===== src/rtl/pipeline_ctrl_pkg.sv =====
// ----------------------------------------------------------------------------
// pipeline_ctrl_pkg
// Shared constants and types for the six-stage pipeline control unit:
// stage indices, stall-vector patterns, controller FSM encoding and the
// stall-priority encoder helper.
// ----------------------------------------------------------------------------
package pipeline_ctrl_pkg;

    // Pipeline geometry
    localparam int unsigned NUM_STAGES = 6;

    // Stage indices into the stall vector
    localparam int unsigned STG_PC  = 0;
    localparam int unsigned STG_IF  = 1;
    localparam int unsigned STG_ID  = 2;
    localparam int unsigned STG_EX  = 3;
    localparam int unsigned STG_MEM = 4;
    localparam int unsigned STG_WB  = 5;

    // Default widths of the core
    localparam int unsigned MXLEN        = 64;
    localparam int unsigned CNT_W_DEF    = 32;
    localparam int unsigned TIMEOUT_DEF  = 1024;

    typedef logic [NUM_STAGES-1:0] stall_t;

    // Each pattern holds the requesting stage and everything upstream of it;
    // the single 1->0 boundary is where the bubble is inserted.
    localparam stall_t STALL_NONE = 6'b000000;
    localparam stall_t STALL_IF   = 6'b000011;
    localparam stall_t STALL_ID   = 6'b000111;
    localparam stall_t STALL_EX   = 6'b001111;
    localparam stall_t STALL_MEM  = 6'b011111;

    // Controller FSM: RUN normally, DRAIN while a stale fetch is outstanding
    typedef enum logic {
        ST_RUN   = 1'b0,
        ST_DRAIN = 1'b1
    } state_t;

    // Highest (most downstream) stall request wins
    function automatic stall_t encode_stall(
        input logic req_if,
        input logic req_id,
        input logic req_ex,
        input logic req_mem
    );
        stall_t s;
        if (req_mem)     s = STALL_MEM;
        else if (req_ex) s = STALL_EX;
        else if (req_id) s = STALL_ID;
        else if (req_if) s = STALL_IF;
        else             s = STALL_NONE;
        return s;
    endfunction

endpackage


===== src/rtl/pipeline_ctrl_if.sv =====
// ----------------------------------------------------------------------------
// pipeline_ctrl_if
// Bundle between the pipeline stages and the central control unit.
//   master : pipeline side - drives stall requests, exception and branch
//            redirects; receives stall/flush/redirect/discard/watchdog/perf.
//   slave  : control unit side - the reverse directions.
// ----------------------------------------------------------------------------
interface pipeline_ctrl_if #(
    parameter int unsigned XLEN  = 64,
    parameter int unsigned CNT_W = 32
);

    // Requests from the stages
    logic              stallreq_if;
    logic              stallreq_id;
    logic              stallreq_ex;
    logic              stallreq_mem;
    logic              excp_valid;
    logic [XLEN-1:0]   excp_vector;
    logic              branch_valid;
    logic [XLEN-1:0]   branch_target;

    // Control back to the stages
    logic [5:0]        stall;
    logic              flush;
    logic              new_pc_valid;
    logic [XLEN-1:0]   new_pc;
    logic              if_discard;
    logic              bus_timeout;
    logic [CNT_W-1:0]  stall_cycles;

    modport master (
        output stallreq_if, stallreq_id, stallreq_ex, stallreq_mem,
        output excp_valid, excp_vector, branch_valid, branch_target,
        input  stall, flush, new_pc_valid, new_pc, if_discard,
        input  bus_timeout, stall_cycles
    );

    modport slave (
        input  stallreq_if, stallreq_id, stallreq_ex, stallreq_mem,
        input  excp_valid, excp_vector, branch_valid, branch_target,
        output stall, flush, new_pc_valid, new_pc, if_discard,
        output bus_timeout, stall_cycles
    );

endinterface


===== src/rtl/pipeline_ctrl_bus_watchdog.sv =====
// ----------------------------------------------------------------------------
// pipeline_ctrl_bus_watchdog
// Counts consecutive MEM stall cycles; after TIMEOUT_CYCLES of them it emits
// a registered one-cycle timeout pulse and restarts from zero.
// Ports:
//   clk, rst   : clock, synchronous active-high reset
//   mem_busy   : MEM stage waiting on the D-bus
//   flush      : pipeline flush this cycle (abandons the wait)
//   timeout    : one-cycle pulse on expiry
// ----------------------------------------------------------------------------
module pipeline_ctrl_bus_watchdog #(
    parameter int unsigned TIMEOUT_CYCLES = 1024
) (
    input  logic clk,
    input  logic rst,
    input  logic mem_busy,
    input  logic flush,
    output logic timeout
);

    // Counter only needs to reach TIMEOUT_CYCLES-1
    localparam int unsigned WD_W = (TIMEOUT_CYCLES > 2) ? $clog2(TIMEOUT_CYCLES) : 1;
    localparam logic [WD_W-1:0] WD_LAST = WD_W'(TIMEOUT_CYCLES - 1);

    logic [WD_W-1:0] cnt;
    logic            expire;

    // Expiry on the last counted cycle of an uninterrupted wait
    assign expire = mem_busy & ~flush & (cnt == WD_LAST);

    // Counter and pulse register
    always_ff @(posedge clk) begin
        if (rst) begin
            cnt     <= '0;
            timeout <= 1'b0;
        end else begin
            timeout <= expire;
            if (!mem_busy || flush || expire) begin
                cnt <= '0;
            end else begin
                cnt <= cnt + WD_W'(1);
            end
        end
    end

endmodule


===== src/rtl/pipeline_ctrl.sv =====
// ----------------------------------------------------------------------------
// pipeline_ctrl
// Central control for the PC/IF/ID/EX/MEM/WB in-order pipeline.
// Ports:
//   clk, rst : clock, synchronous active-high reset
//   bus      : pipeline_ctrl_if.slave
//     in  stallreq_if/id/ex/mem  per-stage stall requests
//     in  excp_valid/excp_vector trap committed at MEM and its target
//     in  branch_valid/target    taken branch resolved in ID
//     out stall[5:0]             per-stage hold (0=PC .. 5=WB), combinational
//     out flush                  clear all pipeline registers, combinational
//     out new_pc_valid/new_pc    redirect into pc_reg, combinational
//     out if_discard             IF drops the next I-bus response
//     out bus_timeout            registered D-bus watchdog pulse
//     out stall_cycles           cycles with a non-zero stall vector
// ----------------------------------------------------------------------------
module pipeline_ctrl
    import pipeline_ctrl_pkg::*;
#(
    parameter int unsigned XLEN           = MXLEN,
    parameter int unsigned TIMEOUT_CYCLES = TIMEOUT_DEF,
    parameter int unsigned CNT_W          = CNT_W_DEF
) (
    input  logic             clk,
    input  logic             rst,
    pipeline_ctrl_if.slave   bus
);

    state_t           state;
    state_t           state_nxt;
    stall_t           stall_enc;
    stall_t           stall_c;
    logic             branch_acc;
    logic             redirect;
    logic             flush_c;
    logic             new_pc_valid_c;
    logic [XLEN-1:0]  new_pc_c;
    logic             if_discard_c;
    logic             timeout;
    logic [CNT_W-1:0] stall_cnt;

    // Raw priority-encoded stall, before the exception override
    assign stall_enc = encode_stall(bus.stallreq_if, bus.stallreq_id,
                                    bus.stallreq_ex, bus.stallreq_mem);

    // A branch sitting in a held ID stage is re-presented later
    assign branch_acc = bus.branch_valid & ~bus.excp_valid & ~stall_enc[STG_ID];

    // FSM state register
    always_ff @(posedge clk) begin
        if (rst) begin
            state <= ST_RUN;
        end else begin
            state <= state_nxt;
        end
    end

    // Next state and zero-latency control outputs; everything is 0 in reset
    always_comb begin
        state_nxt      = state;
        stall_c        = STALL_NONE;
        flush_c        = 1'b0;
        new_pc_valid_c = 1'b0;
        new_pc_c       = '0;
        if_discard_c   = 1'b0;
        redirect       = 1'b0;

        if (!rst) begin
            if (bus.excp_valid) begin
                flush_c        = 1'b1;
                new_pc_valid_c = 1'b1;
                new_pc_c       = bus.excp_vector;
            end else begin
                stall_c = stall_enc;
                if (branch_acc) begin
                    new_pc_valid_c = 1'b1;
                    new_pc_c       = bus.branch_target;
                end
            end

            redirect = new_pc_valid_c;

            // A fetch still in flight at redirect time returns stale data
            case (state)
                ST_RUN: begin
                    if (redirect && bus.stallreq_if) begin
                        state_nxt = ST_DRAIN;
                    end
                end
                ST_DRAIN: begin
                    if_discard_c = 1'b1;
                    if (!bus.stallreq_if && !redirect) begin
                        state_nxt = ST_RUN;
                    end
                end
                default: begin
                    state_nxt = ST_RUN;
                end
            endcase
        end
    end

    // Stall performance counter, wraps naturally
    always_ff @(posedge clk) begin
        if (rst) begin
            stall_cnt <= '0;
        end else if (stall_c != STALL_NONE) begin
            stall_cnt <= stall_cnt + CNT_W'(1);
        end
    end

    // D-bus watchdog; a flush abandons the pending access
    pipeline_ctrl_bus_watchdog #(
        .TIMEOUT_CYCLES (TIMEOUT_CYCLES)
    ) u_bus_watchdog (
        .clk      (clk),
        .rst      (rst),
        .mem_busy (bus.stallreq_mem),
        .flush    (flush_c),
        .timeout  (timeout)
    );

    assign bus.stall        = stall_c;
    assign bus.flush        = flush_c;
    assign bus.new_pc_valid = new_pc_valid_c;
    assign bus.new_pc       = new_pc_c;
    assign bus.if_discard   = if_discard_c;
    assign bus.bus_timeout  = timeout;
    assign bus.stall_cycles = stall_cnt;

endmodule


===== src/flat_wrapper.sv =====
// flat-port wrapper written by rule: the top's interface ports become plain ports
module pipeline_ctrl_flat import pipeline_ctrl_pkg::*;
#(
    parameter int unsigned XLEN           = MXLEN,
    parameter int unsigned TIMEOUT_CYCLES = TIMEOUT_DEF,
    parameter int unsigned CNT_W          = CNT_W_DEF
)
  (clk, rst, bus_stallreq_if, bus_stallreq_id, bus_stallreq_ex, bus_stallreq_mem, bus_excp_valid, bus_excp_vector, bus_branch_valid, bus_branch_target, bus_stall, bus_flush, bus_new_pc_valid, bus_new_pc, bus_if_discard, bus_bus_timeout, bus_stall_cycles);
  pipeline_ctrl_if #(.XLEN(XLEN), .CNT_W(CNT_W)) bus_i ();
  input  logic clk;
  input  logic rst;
  input wire logic [$bits(bus_i.stallreq_if)-1:0] bus_stallreq_if;
  input wire logic [$bits(bus_i.stallreq_id)-1:0] bus_stallreq_id;
  input wire logic [$bits(bus_i.stallreq_ex)-1:0] bus_stallreq_ex;
  input wire logic [$bits(bus_i.stallreq_mem)-1:0] bus_stallreq_mem;
  input wire logic [$bits(bus_i.excp_valid)-1:0] bus_excp_valid;
  input wire logic [$bits(bus_i.excp_vector)-1:0] bus_excp_vector;
  input wire logic [$bits(bus_i.branch_valid)-1:0] bus_branch_valid;
  input wire logic [$bits(bus_i.branch_target)-1:0] bus_branch_target;
  output wire logic [$bits(bus_i.stall)-1:0] bus_stall;
  output wire logic [$bits(bus_i.flush)-1:0] bus_flush;
  output wire logic [$bits(bus_i.new_pc_valid)-1:0] bus_new_pc_valid;
  output wire logic [$bits(bus_i.new_pc)-1:0] bus_new_pc;
  output wire logic [$bits(bus_i.if_discard)-1:0] bus_if_discard;
  output wire logic [$bits(bus_i.bus_timeout)-1:0] bus_bus_timeout;
  output wire logic [$bits(bus_i.stall_cycles)-1:0] bus_stall_cycles;
  assign bus_i.stallreq_if = bus_stallreq_if;
  assign bus_i.stallreq_id = bus_stallreq_id;
  assign bus_i.stallreq_ex = bus_stallreq_ex;
  assign bus_i.stallreq_mem = bus_stallreq_mem;
  assign bus_i.excp_valid = bus_excp_valid;
  assign bus_i.excp_vector = bus_excp_vector;
  assign bus_i.branch_valid = bus_branch_valid;
  assign bus_i.branch_target = bus_branch_target;
  assign bus_stall = bus_i.stall;
  assign bus_flush = bus_i.flush;
  assign bus_new_pc_valid = bus_i.new_pc_valid;
  assign bus_new_pc = bus_i.new_pc;
  assign bus_if_discard = bus_i.if_discard;
  assign bus_bus_timeout = bus_i.bus_timeout;
  assign bus_stall_cycles = bus_i.stall_cycles;
  pipeline_ctrl #(.XLEN(XLEN), .TIMEOUT_CYCLES(TIMEOUT_CYCLES), .CNT_W(CNT_W)) u_core (.clk(clk), .rst(rst), .bus(bus_i));
endmodule

===== config.mk =====
export PLATFORM = sky130hd
export DESIGN_NAME = pipeline_ctrl_flat
export DESIGN_NICKNAME = d
export VERILOG_FILES = /design/src/rtl/pipeline_ctrl_pkg.sv /design/src/rtl/pipeline_ctrl_if.sv /design/src/rtl/pipeline_ctrl_bus_watchdog.sv /design/src/rtl/pipeline_ctrl.sv /design/src/flat_wrapper.sv
export SDC_FILE = /design/constraint.sdc
export NUM_CORES = 1
export LEC_CHECK = 0
export BUFFER_PORTS_ARGS = -buffer_cell sky130_fd_sc_hd__buf_2
export CORE_AREA = 2 2 93 95
export DETAILED_ROUTE_END_ITERATION = 10
export DIE_AREA = 0 0 95 97
export HOLD_SLACK_MARGIN = 0.08
export PLACE_DENSITY = 0.76
export SYNTH_ARGS = -nofsm -noshare
export SYNTH_HDL_FRONTEND = slang
export SYNTH_HIERARCHICAL = 1
export SYNTH_SLANG_ARGS = --single-unit

===== constraint.sdc =====
create_clock -name clk -period 2.7 [get_ports clk]
set_input_delay 0.675 -clock clk [delete_from_list [all_inputs] [get_ports clk]]
set_output_delay 0.675 -clock clk [all_outputs]
set_load 0.01 [all_outputs]

[After elaboration in Yosys (flattened, before gate mapping)]
Index checks and enable logic that the tools add are counted.
Word-level totals
  register bits after elaboration: 44
  input bits: 136
  output and inout bits: 106
Operators by class
  add/sub/neg operators: 2
  equal/unequal tests: 1
  multiplexer cells: 20
  bitwise operators: 8
  reductions and logical operators: 9
Operators by type and width (number)
  $mux 64: 3
  $add 32x1->32 const B: 1
  $mux 6: 5
  $add 10x1->10 const B: 1
  $eq 10x10->1 const B: 1
  $mux 1: 10
  $reduce_bool 6->1: 1
  $and 1x1->1: 4
  $not 1->1: 4
  $logic_not 1->1: 3
  $logic_and 1x1->1: 2
  $logic_or 1x1->1: 2
  $mux 2: 1
  $pmux 1 s2: 1
  $reduce_or 2->1: 1

[Longest topological paths before layout]
  depth after elaboration: 13
  depth in mapped cells: 6
  gate-level depth less buffers: 4

[Cells and area by module]
The synthesis kept the hierarchy.
Modules (own cells, without submodules)
  pipeline_ctrl: times used 1, cells an instance 288, area each 2441.1 um^2, seq. area each 660.6 um^2
  pipeline_ctrl_bus_watchdog: times used 1, cells an instance 54, area each 474.2 um^2, seq. area each 220.2 um^2

[Worst setup path before layout]
No wires, ideal clock.
  path type: input port to output port
  start point: input port bus_stallreq_mem
  end point: output port bus_stall[1]
  arrival time: 1.852 ns
  required time: 2.025 ns
  path slack: 0.173 ns
  stages: 5
  buffers on the path: 3
  path through: or4_4 -> buf_6 -> and2_2 -> clkbuf_1 -> buf_4
Between the ends
  word-level cells in the longest chain between the ends: 3
Ends and longest elaborated chain
  start, declared: RTL line flat_wrapper.sv:15  | input wire logic [$bits(bus_i.stallreq_mem)-1:0] bus_stallreq_mem;
  $mux 6: RTL line pipeline_ctrl_pkg.sv:49  | if (req_mem) s = STALL_MEM;
  $mux 6: RTL line pipeline_ctrl.sv:69  | if (bus.excp_valid) begin
  $mux 6: RTL line pipeline_ctrl.sv:68  | if (!rst) begin
  end, declared: RTL line flat_wrapper.sv:20  | output wire logic [$bits(bus_i.stall)-1:0] bus_stall;
Every way passes these cells.

[Worst setup path after layout]
  start point: input port bus_stallreq_mem
  end point: output port bus_new_pc[26]
Between the ends
  word-level cells in the longest chain between the ends: 6
Ends and longest elaborated chain
  $mux 6: RTL line pipeline_ctrl_pkg.sv:49
  $not 1->1: RTL line pipeline_ctrl.sv:47  | assign branch_acc = bus.branch_valid & ~bus.excp_valid & ~stall_enc[STG_ID];
  $and 1x1->1: RTL line pipeline_ctrl.sv:47
  $mux 64: RTL line pipeline_ctrl.sv:75  | if (branch_acc) begin
  $mux 64: RTL line pipeline_ctrl.sv:69
  $mux 64: RTL line pipeline_ctrl.sv:68
  end, declared: RTL line flat_wrapper.sv:23  | output wire logic [$bits(bus_i.new_pc)-1:0] bus_new_pc;
Every way passes these cells.

==> flow_metrics.py <==
metrics = {
    "die": {
        "io_pins": 242,
        "standard_cell_row_count": 33,
        "floorplan.die.width_um": 95,
        "die_area_um2": 9220,
        "initial_core_utilization": 0.358,
        "die_h_um": 97,
        "core_region_area_um2": 8130,
    },
    "yosys": {
        "yosys-top-cells-count": "a22o_1 (64), dfxtp_1 (44), nor2_1 (30)",
        "synthDistinctLibCells": 46,
        "post_synth_main_area_contributors": "dfxtp_1 (30%), a22o_1 (19%), mux2_1 (3.9%), nor2_1 (3.9%), nor2b_1 (3.2%)",
        "synth_most_common_cell": "a22o_1",
        "synth_area_per_cell_um2": 8.52,
        "synth_top_area_cell": "dfxtp_1",
        "synth.yosys.warnings": 6,
        "synth.top_cell.area_share": 0.302,
        "ys_seq_area_frac": 0.302,
        "mappedNetlistNets": 480,
        "synth.ff_latch_count": 44,
        "number_of_synthesized_flops_with_an_enable_pin": 0,
        "ys_async_sr_fraction": 0,
        "syn_area_um2": 2920,
        "ys.flop_type": "dfxtp_1",
        "syn-instance-count": 342,
    },
    "clock_tree": {
        "cts-resized-gates": 0,
        "clk_pin_slew_ns": 0.08,
        "numCtsBuffers": 5,
        "clock_latency_ns": 0.31,
        "clkSinkCount": 44,
        "tritoncts": "built",
        "max-clock-path-buffers": 2,
        "cts_max_level": 2,
        "cts_setup_buffers": 0,
        "postCtsHoldBufs": 0,
        "cts-root-buf": "clkbuf_8",
    },
    "timing": {
        "final.setup.worst_slack_ns": 0.134,
        "fmaxAchievable_mhz": 390,
        "rsz0062_at_grt": "no",
        "final.min_clock_period_ns": 2.57,
        "worst_clock_skew_ns": 0.00974,
        "setup_total_negative_slack_ns": 0,
        "hold_viol": 0,
        "finalMaxSlewViolations": 0,
        "setup-violations-final": 0,
        "fin_crit_sh": 0.950,
    },
    "worst_setup_path": {
        "worst_setup_path_start_kind": "input pin",
        "largest_stage_delay_on_the_critical_path_ns": 0.26,
        "slowest_stage": "and3_4",
        "cpLargestDelayFamily": "buffers and inverters",
        "required_ns": 2.03,
        "timing.critical_path.to_type": "primary output",
        "critPathMaxFanout": 32,
        "crit_path_frequent_cell": "buf_2",
        "critical_path.cell_chain": "buf_2, nor3_2, and3_4, buf_12, a22o_1, buf_2",
        "worstPathBufferInverterCount": 3,
        "critical_path_class": "in2out",
        "cp.arrival_ns": 1.89,
    },
    "placement": {
        "dp.final_hpwl_um": 9900,
        "portBuffers": 240,
        "place_ws_ns": 0.0356,
        "place_congestion": 1.03,
    },
    "global_route": {
        "grt_start_max_net_pins": 67,
        "number_of_antenna_violations_at_the_first_check_in_global_routing": 3,
        "global_route.usage.met2": 0.404,
        "met1_usage": 0.297,
        "grt-ovfl-total": 0,
        "grt_met3_usage": 0.0950,
        "grt_pass1_wl_um": 18100,
        "first_global_vias": 3458,
        "globalRoute.busiestLayer": "met2",
        "globalRouteTotalUtil": 0.256,
    },
    "power_and_ir_drop": {
        "max-vdd-ir-drop_uv": 349,
        "power_density_nw_per_um2": 341,
        "total_design_power_mw": 1.47,
        "p_leak_nw": 2.15,
    },
    "route": {
        "detail_route.drc_violations": 0,
        "vias_per_cell": 5.54,
        "detailedRoute.firstPassIterationCount": 4,
        "drt.antenna.violating_nets": 0,
        "routed_wl_um": 12600,
        "routed-via-count": 3739,
        "drt-wirelength-per-cell_um": 18.6,
        "initialDrtViolationCount": 248,
    },
    "run_status": {
        "status": "finished, final reports clean",
    },
    "layout": {
        "finalCoreUtilization": 0.532,
        "p_r_area_growth_vs_syn_pct": 48.4,
        "layout-drive-gt1-share": 0.481,
        "finish.net_count": 705,
        "n_fill_cell": 788,
    },
    "job": {
        "cap_viol_max_count": 0,
    },
    "hold_path": {
        "hold_class": "reg2reg",
    },
}
[worst paths after layout]
check / from / endpoint / slack, ns / cells after the start
setup / recovery: bus_stallreq_mem / bus_new_pc[26] / 0.13 / 6
hold / removal: u_core/u_bus_watchdog/cnt[0] / u_core/u_bus_watchdog/cnt[0] / 0.45 / 1
setup reg to reg: u_core/bus.stall_cycles[2] / u_core/bus.stall_cycles[31] / 0.69 / 4
hold reg to reg: u_core/u_bus_watchdog/cnt[0] / u_core/u_bus_watchdog/cnt[0] / 0.45 / 1
[worst reg2reg max path, cell delays in order, from the launching register on]
cell     delay (ns)
dfxtp_1        0.40
and4_1         0.40
nand4_1        0.35
nor4_1         0.39
mux2_2         0.38
[sequential cells by signal (all words and copies together) (netlist names)]
signal,cells
u_core/state,1
u_core/u_bus_watchdog/timeout,1
u_core/bus.stall_cycles,32
u_core/u_bus_watchdog/cnt,10
[area by class of cell]
type | count | area, um^2 | area share
Inverter | 5 | 18.8 | 0.00434
Timing Repair Buffer | 248 | 1300 | 0.301
Antenna cell | 2 | 5.00 | 0.00116
Clock buffer | 6 | 72.6 | 0.0168
Tap cell | 105 | 131 | 0.0304
Multi-Input combinational cell | 263 | 1880 | 0.434
Clock inverter | 2 | 35.0 | 0.00810
Sequential cell | 44 | 881 | 0.204
[through the flow]
step	cells	cell area, um^2	hold slack (ns)
global route	675	4330	0.474
finish	675	4330	0.451
detailed placement	664	4170	0.441
floorplan	342	2920	0.418
CTS	672	4280	0.457
global placement	664	4170	0.428
[per-layer routing]
metal,share of wire,vias up
met5,0.00080,-
met4,0.048,2
met3,0.11,29
met2,0.46,202
met1,0.37,1752
li1,-,1754
[power breakdown]
part / internal (mW) / switching (mW) / total (mW) / leakage, nW
sequential: 0.653 / 0.00354 / 0.656 / 0.355
clock: 0.275 / 0.231 / 0.506 / 0.0552
combinational: 0.157 / 0.156 / 0.313 / 1.74
[layout by cell type (no fill, tap or decap), drive strengths merged]
| cell | instances |
|---|---|
| a22o | 64 |
| diode | 2 |
| xnor2 | 2 |
| mux2 | 13 |
| xor2 | 8 |
| and3 | 3 |
| mux2i | 1 |
| nand2 | 15 |
| o31ai | 5 |
| conb | 1 |
| o211ai | 1 |
| a31o | 1 |
| and2 | 4 |
| and4 | 7 |
| nor3 | 3 |
| o21a | 2 |
| nand3 | 14 |
| a31oi | 2 |
| inv | 5 |
| or3 | 8 |
| or4 | 8 |
| o221ai | 1 |
| buf | 247 |
| o21ai | 9 |
| and4bb | 1 |
| ha | 2 |
| clkinv | 1 |
| nor2b | 15 |
| nor4 | 12 |
| dfxtp | 44 |
| or3b | 1 |
| nand4 | 13 |
| a21oi | 15 |
| nor2 | 31 |
| or4b | 1 |
| clkbuf | 7 |
| bufinv | 1 |
[logic make-up (layout without fill, tap and decap cells)]
group | Yosys count | count (layout) | share of synthesized area
AND/OR/NAND/NOR | 136 | 136 | 0.277
AO/OA/AOI/OAI | 100 | 100 | 0.264
flip-flops | 44 | 44 | 0.302
buffers and inverters | 35 | 261 | 0.0627
multiplexers | 14 | 14 | 0.0536
XOR/XNOR | 10 | 10 | 0.0300
adder cells (fa/ha/maj) | 2 | 2 | 0.00858
other | 1 | 3 | 0.00129
Note: power is estimated with default switching activity, not from simulation.
